$ cat src/rtl/fetch_ctrl.sv
// Instruction-fetch controller: drives the PC register, keeps one imem request
// in flight, and buffers the returned word with its address for decode.
module fetch_ctrl #(
  parameter int                 WIDTH  = 16,
  parameter int                 IWIDTH = 16,
  parameter logic [WIDTH-1:0]   INIT   = '0,
  parameter int                 STEP   = 1
) (
  input  logic              clk,
  input  logic              resetn,
  input  logic [WIDTH-1:0]  pc_q,
  output logic              pc_en,
  output logic [WIDTH-1:0]  pc_d,
  input  logic              redirect_valid,
  input  logic [WIDTH-1:0]  redirect_pc,
  output logic              imem_req_valid,
  output logic [WIDTH-1:0]  imem_req_addr,
  input  logic              imem_req_ready,
  input  logic              imem_rsp_valid,
  input  logic [IWIDTH-1:0] imem_rsp_data,
  output logic              inst_valid,
  output logic [IWIDTH-1:0] inst_data,
  output logic [WIDTH-1:0]  inst_pc,
  input  logic              inst_ready,
  output logic [1:0]        dbg_state_o
);

  // Handshakes: a transfer happens on a rising edge where valid && ready;
  // valid never depends on ready of the same channel except imem_req_valid on inst_ready.
  typedef enum logic [1:0] {
    ST_REQ  = 2'd0,
    ST_WAIT = 2'd1,
    ST_DROP = 2'd2
  } state_e;

  state_e              state_q, state_d;
  logic                inst_valid_q, inst_valid_d;
  logic [IWIDTH-1:0]   inst_data_q, inst_data_d;
  logic [WIDTH-1:0]    inst_pc_q, inst_pc_d;
  logic [WIDTH-1:0]    fetch_pc_q, fetch_pc_d;
  logic                req_valid;

  always_ff @(posedge clk) begin
    if (!resetn) begin
      state_q      <= ST_REQ;
      inst_valid_q <= 1'b0;
      inst_data_q  <= '0;
      inst_pc_q    <= '0;
      fetch_pc_q   <= '0;
    end else begin
      state_q      <= state_d;
      inst_valid_q <= inst_valid_d;
      inst_data_q  <= inst_data_d;
      inst_pc_q    <= inst_pc_d;
      fetch_pc_q   <= fetch_pc_d;
    end
  end

  always_comb begin
    state_d      = state_q;
    inst_valid_d = inst_valid_q;
    inst_data_d  = inst_data_q;
    inst_pc_d    = inst_pc_q;
    fetch_pc_d   = fetch_pc_q;
    pc_en        = 1'b0;
    pc_d         = pc_q;
    req_valid    = resetn && (state_q == ST_REQ) && !redirect_valid &&
                   (!inst_valid_q || inst_ready);

    if (inst_valid_q && inst_ready) begin
      inst_valid_d = 1'b0;
    end

    if (redirect_valid) begin
      // Any response landing in a redirect cycle belongs to the old path.
      pc_en        = 1'b1;
      pc_d         = redirect_pc;
      inst_valid_d = 1'b0;
      case (state_q)
        ST_REQ:  state_d = ST_REQ;
        ST_WAIT: state_d = imem_rsp_valid ? ST_REQ : ST_DROP;
        ST_DROP: state_d = imem_rsp_valid ? ST_REQ : ST_DROP;
        default: state_d = ST_REQ;
      endcase
    end else begin
      case (state_q)
        ST_REQ: begin
          if (req_valid && imem_req_ready) begin
            fetch_pc_d = pc_q;
            pc_en      = 1'b1;
            pc_d       = pc_q + WIDTH'(STEP);
            state_d    = ST_WAIT;
          end
        end
        ST_WAIT: begin
          if (imem_rsp_valid) begin
            inst_data_d  = imem_rsp_data;
            inst_pc_d    = fetch_pc_q;
            inst_valid_d = 1'b1;
            state_d      = ST_REQ;
          end
        end
        ST_DROP: begin
          if (imem_rsp_valid) state_d = ST_REQ;
        end
        default: state_d = ST_REQ;
      endcase
    end

    if (!resetn) begin
      pc_en = 1'b1;
      pc_d  = INIT;
    end
  end

  assign imem_req_valid = req_valid;
  assign imem_req_addr  = pc_q;
  assign inst_valid     = inst_valid_q;
  assign inst_data      = inst_data_q;
  assign inst_pc        = inst_pc_q;
  assign dbg_state_o    = state_q;

endmodule

$ cat config.mk
export PLATFORM = sky130hd
export DESIGN_NAME = fetch_ctrl
export DESIGN_NICKNAME = d
export VERILOG_FILES = /design/src/rtl/fetch_ctrl.sv
export SDC_FILE = /design/constraint.sdc
export NUM_CORES = 1
export LEC_CHECK = 0
export ABC_AREA = 1
export CAP_MARGIN = 0
export CORE_AREA = 3 3 108 68
export CTS_CLUSTER_DIAMETER = 60
export CTS_CLUSTER_SIZE = 12
export DETAILED_ROUTE_END_ITERATION = 10
export DIE_AREA = 0 0 111 71
export PLACE_DENSITY = 0.79
export SETUP_SLACK_MARGIN = 0.2
export SYNTH_ARGS = -nofsm -noshare
export SYNTH_HDL_FRONTEND = slang
export SYNTH_SLANG_ARGS = --single-unit
$ cat constraint.sdc
create_clock -name clk -period 2.5 [get_ports clk]
set_clock_uncertainty 0.1 [all_clocks]
set_input_delay 0.5 -clock clk [delete_from_list [all_inputs] [get_ports clk]]
set_output_delay 0.5 -clock clk [all_outputs]
set_load 0.02 [all_outputs]
# Yosys cells after proc, flatten, opt, wreduce, memory -nomap -nowiden
# Cells that the tools add are included.
[classes]
n_reduce_logical = 14
n_bitwise = 2
addsub = 1
n_eq_ne = 4
muxes = 17
[ops]
columns = ["op", "n"]
rows = [
  ["$mux W16", 4],
  ["$add A16 B1 Y16 const B", 1],
  ["$mux W2", 5],
  ["$mux W1", 7],
  ["$reduce_and A3 Y1", 2],
  ["$logic_and A1 B1 Y1", 5],
  ["$pmux W2 S2", 1],
  ["$reduce_or A2 Y1", 2],
  ["$ne A3 B1 Y1 const B", 1],
  ["$ne A3 B2 Y1 const B", 1],
  ["$eq A2 B1 Y1 const B", 1],
  ["$eq A2 B2 Y1 const B", 1],
  ["$logic_not A1 Y1", 2],
  ["$logic_not A2 Y1", 1],
  ["$not A1 Y1", 2],
  ["$reduce_and A2 Y1", 1],
  ["$logic_or A1 B1 Y1", 1],
]
[totals]
elab_cells = 43
in_bits = 54
reg_bits = 51
out_inout_bits = 69

# Logic depth before layout (Yosys ltp)
[logic_depth]
word_depth = 9
mapped_depth = 12
mapped_depth_nobuf = 11

# Worst setup path before layout
# OpenSTA, ideal clock, no wires.
[synth_path]
path_type = "register to output"
start = "reg state_q[0] (netlist: dbg_state_o[0])"
end = "out pc_d[6]"
t_arrival_ns = 1.767
t_required_ns = 1.900
path_stages_with_launch = 9
setup_slack_ns = 0.133
path_buffers = 1
path_cell_list = "dfxtp_1 > inv_1 > ha_1 > nand2_2 > nor2_4 > nand3_4 > clkbuf_1 > o21ai_0 > a21oi_1"
[synth_via]
elab_chain_len = 9
[synth_lines]
columns = ["item", "line", "text"]
rows = [
  ["from (decl)", "36", "state_e state_q, state_d;"],
  ["from (signal assigned)", "51", "state_q <= state_d;"],
  ["$logic_not A2 Y1 *", "67, 86", ""],
  ["$logic_and A1 B1 Y1 (3 in a row)", "67", "req_valid = resetn && (state_q == ST_REQ) && !redirect_valid &&"],
  ["$logic_and A1 B1 Y1", "88", "if (req_valid && imem_req_ready) begin"],
  ["$mux W16", "88", ""],
  ["$mux W16 *", "86", "case (state_q)"],
  ["$mux W16 *", "74", "if (redirect_valid) begin"],
  ["$mux W16 *", "110", "if (!resetn) begin"],
  ["to (decl)", "13", "output logic [WIDTH-1:0] pc_d,"],
]
# Mark *: on every way between the ends. The rest lies on a longest branch, timed or not.

# Worst setup path in the final report
[layout_path]
start = "reg state_q[1] (netlist: dbg_state_o[1])"
end = "out pc_d[8]"
# The elaborated chain is that of the path after synthesis.

==> out/summary.txt <==
Final period utilization = 1.009
Worst IR Drop VDD = 0.3436 mV
GRT overflow = 0
Hold Crit Class = reg2reg
Max Freq = 0.3964 GHz
Slowest CP cell = dfxtp_2
Syn avg cell area = 6.804 um^2
Core area = 6533 um^2
Total die area = 7881 um^2
Worst-path fanout max = 8
Cell Rows = 23
Vias in the first global route = 2,957
Yosys cell types = 25
Post-route ant nets = 0
R2R Setup Slk = 0.69 ns
YS warnings = 0
Syn Inst Count = 386
CTS tree = yes
Synth Cell Area = 2626 um^2
Part of the power in the clock network = 0.268
Yosys top cell area share = 0.3888
Area growth from synthesis to layout = 73.23%
Max Cap Viol = 0
Root Buffer Master = clkbuf_8
Crit. End Element = output pin
Failing checks = setup timing
Largest net degree at the start of global routing = 38
CP peak stage delay = 0.33 ns
Clk sinks = 51
Setup TNS = -0.05085 ns
Pwr per Cell Area = 399.0 nW/um^2
Top post-synthesis cells by area = dfxtp_1 39%, o21ai_0 12%, nor2_1 8.7%
Crit path time final = 2.523 ns
Post-DP Area = 4203 um^2
Htree depth = 2
CTS Buffer Depth = 2
RePlAce Congestion = 0.8799
Critical path class = reg2out
Share of cells above drive strength 1 = 0.2687
Port Buffers = 122
Setup ws final = -0.02298 ns
Internal power = 1308 uW
Dpl hpwl = 6345 um
Drt drc = 0
Initial antenna violation count = 0
Routed WL per cell = 14.12 um
Die height = 71 um
Setup violators final = 3
WP data required = 1.90 ns
Comb power frac = 0.268
Nets = 603
N_diodes = 0
Top Family by Delay on Critical Path = simple AND/OR/NAND/NOR gates
Psw = 507.7 uW
Clock Latency Late Sink = 0.29 ns
Sequential-to-total area share from yosys stat = 0.3888
Routed vias = 3,116
Lkg Pwr = 0.001982 uW
Status = complete, but fails checks
Post-layout instance area = 4549 um^2
Crit path cell chain = inv_2, ha_4, nand2_4, nor2_4, nand2_2, nor2_4, clkbuf_16, or2_4, nand2_2, a21oi_2, buf_6
Starting Density = 0.4020
# fillers = 548
Flop pwr share = 0.464
Drt via density = 4.915
Startpoint types = register
Total track usage = 0.2152
Final hold viol count = 0
RSZ-0062 raised after global routing = true
1st-iter DRT viols = 187
I/O pins = 123
Switching fraction of total power = 0.2797
Die width = 111 um
Drt total wl = 8952 um
Global-route wire length before repair = 14,080 um
Slew Viols, Final = 0
Synthesized flop and latch total = 51
DR pass1 iterations = 4
Worst Max-Slew Pin Slew = 0.5996 ns
CTS buffer count = 5
Relative slew slack = 0.5999
Arr. time, crit path = 1.92 ns
WP buf/inv = 3
Clk slew on worst S/H paths = 0.09 ns
Synth area leader = dfxtp_1
Synthesized Nets = 443
[synthesized netlist by cell type, drive strengths merged]
cell and number:
dfxtp 51, nand4 3, xor2 3, inv 37, o21ai 63, a31oi 2, a21oi 45, clkinv 1
ha 3, nor2 66, nand2 55, nand3 11, nor3 5, a31o 1, or2 3, clkbuf 15
xnor2 1, buf 21
[cell families after synthesis]
kind of cell | Yosys count | share of synthesized area
AND/OR/NAND/NOR | 143 | 0.2349
AO/OA/AOI/OAI | 111 | 0.2139
buffers and inverters | 74 | 0.1348
flip-flops | 51 | 0.3888
XOR/XNOR | 4 | 0.01334
adder cells (fa/ha/maj) | 3 | 0.01429
[layer usage]
metal	track usage	part of all wire
met1	0.2887	0.47
met2	0.3589	0.46
met3	0.05299	0.060
met4	0.03962	0.0079
met5	0	0
[power by group through the flow]
stage          Combinational, uW  Sequential, uW  Clock (uW)
2_1_floorplan                192             871           0
3_3_place_gp                 445             860           0
3_5_place_dp                 452             861           0
4_1_cts                      473             843         504
5_1_grt                      521             845         534
6_report                     487             843         486
[worst paths after layout]
kind | start | to | depth (start not counted)
setup reg to reg | dbg_state_o[1] | dbg_state_o[0] | 12
setup / recovery | dbg_state_o[1] | pc_d[8] | 11
hold / removal | fetch_pc_q[12] | inst_pc[12] | 2
hold reg to reg | fetch_pc_q[12] | inst_pc[12] | 2
[through the flow]
stage	worst slack, ns	util	power [uW]	cells	hold slack, ns
2_1_floorplan	0.2188	-	1063	386	0.3268
3_3_place_gp	-0.6657	0.6434	1306	614	0.3411
3_5_place_dp	-0.7287	0.6434	1313	614	0.3455
4_1_cts	-0.001485	0.6876	1819	631	0.3588
5_1_grt	-0.1277	0.6964	1901	634	0.3771
6_report	-0.02298	0.6964	1815	634	0.3572
[state kept, by name (all words and copies together), names as in the netlist]
name	cells
inst_pc	16
dbg_state_o	2
inst_data	16
fetch_pc_q	16
inst_valid	1
[cell usage in the layout, fill, tap and decap left out, types with 5 or more instances in the layout]
cell | synthesis | final
nor2_1 | 61 | 59
dfxtp_1 | 51 | 49
nand2_1 | 53 | 44
a21oi_1 | 45 | 35
nand3_2 | 0 | 5
buf_6 | 2 | 14
nand3_1 | 10 | 5
clkbuf_8 | 0 | 6
a21oi_2 | 0 | 10
clkdlybuf4s50_1 | 0 | 83
dlygate4sd2_1 | 0 | 14
nand2_2 | 2 | 10
o21ai_0 | 63 | 59
inv_1 | 37 | 34
nor2_4 | 3 | 5
buf_4 | 16 | 67
[area by class of cell]
class                   count  area [um^2]  area share
clock buffers               7        86.33     0.01898
clock inverters             1        8.758    0.001925
inverters                  38        142.6     0.03135
multi-input cells         261         1425      0.3133
flip-flops and latches     51         1023      0.2250
well taps                  87        108.9     0.02393
repair buffers            189         1754      0.3856
[worst reg2reg max path, cell delays in order (launching register included)]
cell,delay (ns)
dfxtp_2,0.33
inv_2,0.07
ha_4,0.16
nand2_4,0.05
nor2_4,0.12
nand3_4,0.16
buf_4,0.18
buf_6,0.12
buf_4,0.15
nand2_1,0.05
a21oi_1,0.08
nand2_1,0.08
a21oi_1,0.06
[timing repair]
item                       CTS  global route
buffers inserted             8             3
gates resized for setup    155            23
pin swaps                   22            15
setup endpoints to repair   30            21
gates cloned                 1             0
hold buffers                 0             0
(Power assumes the default switching activity.)
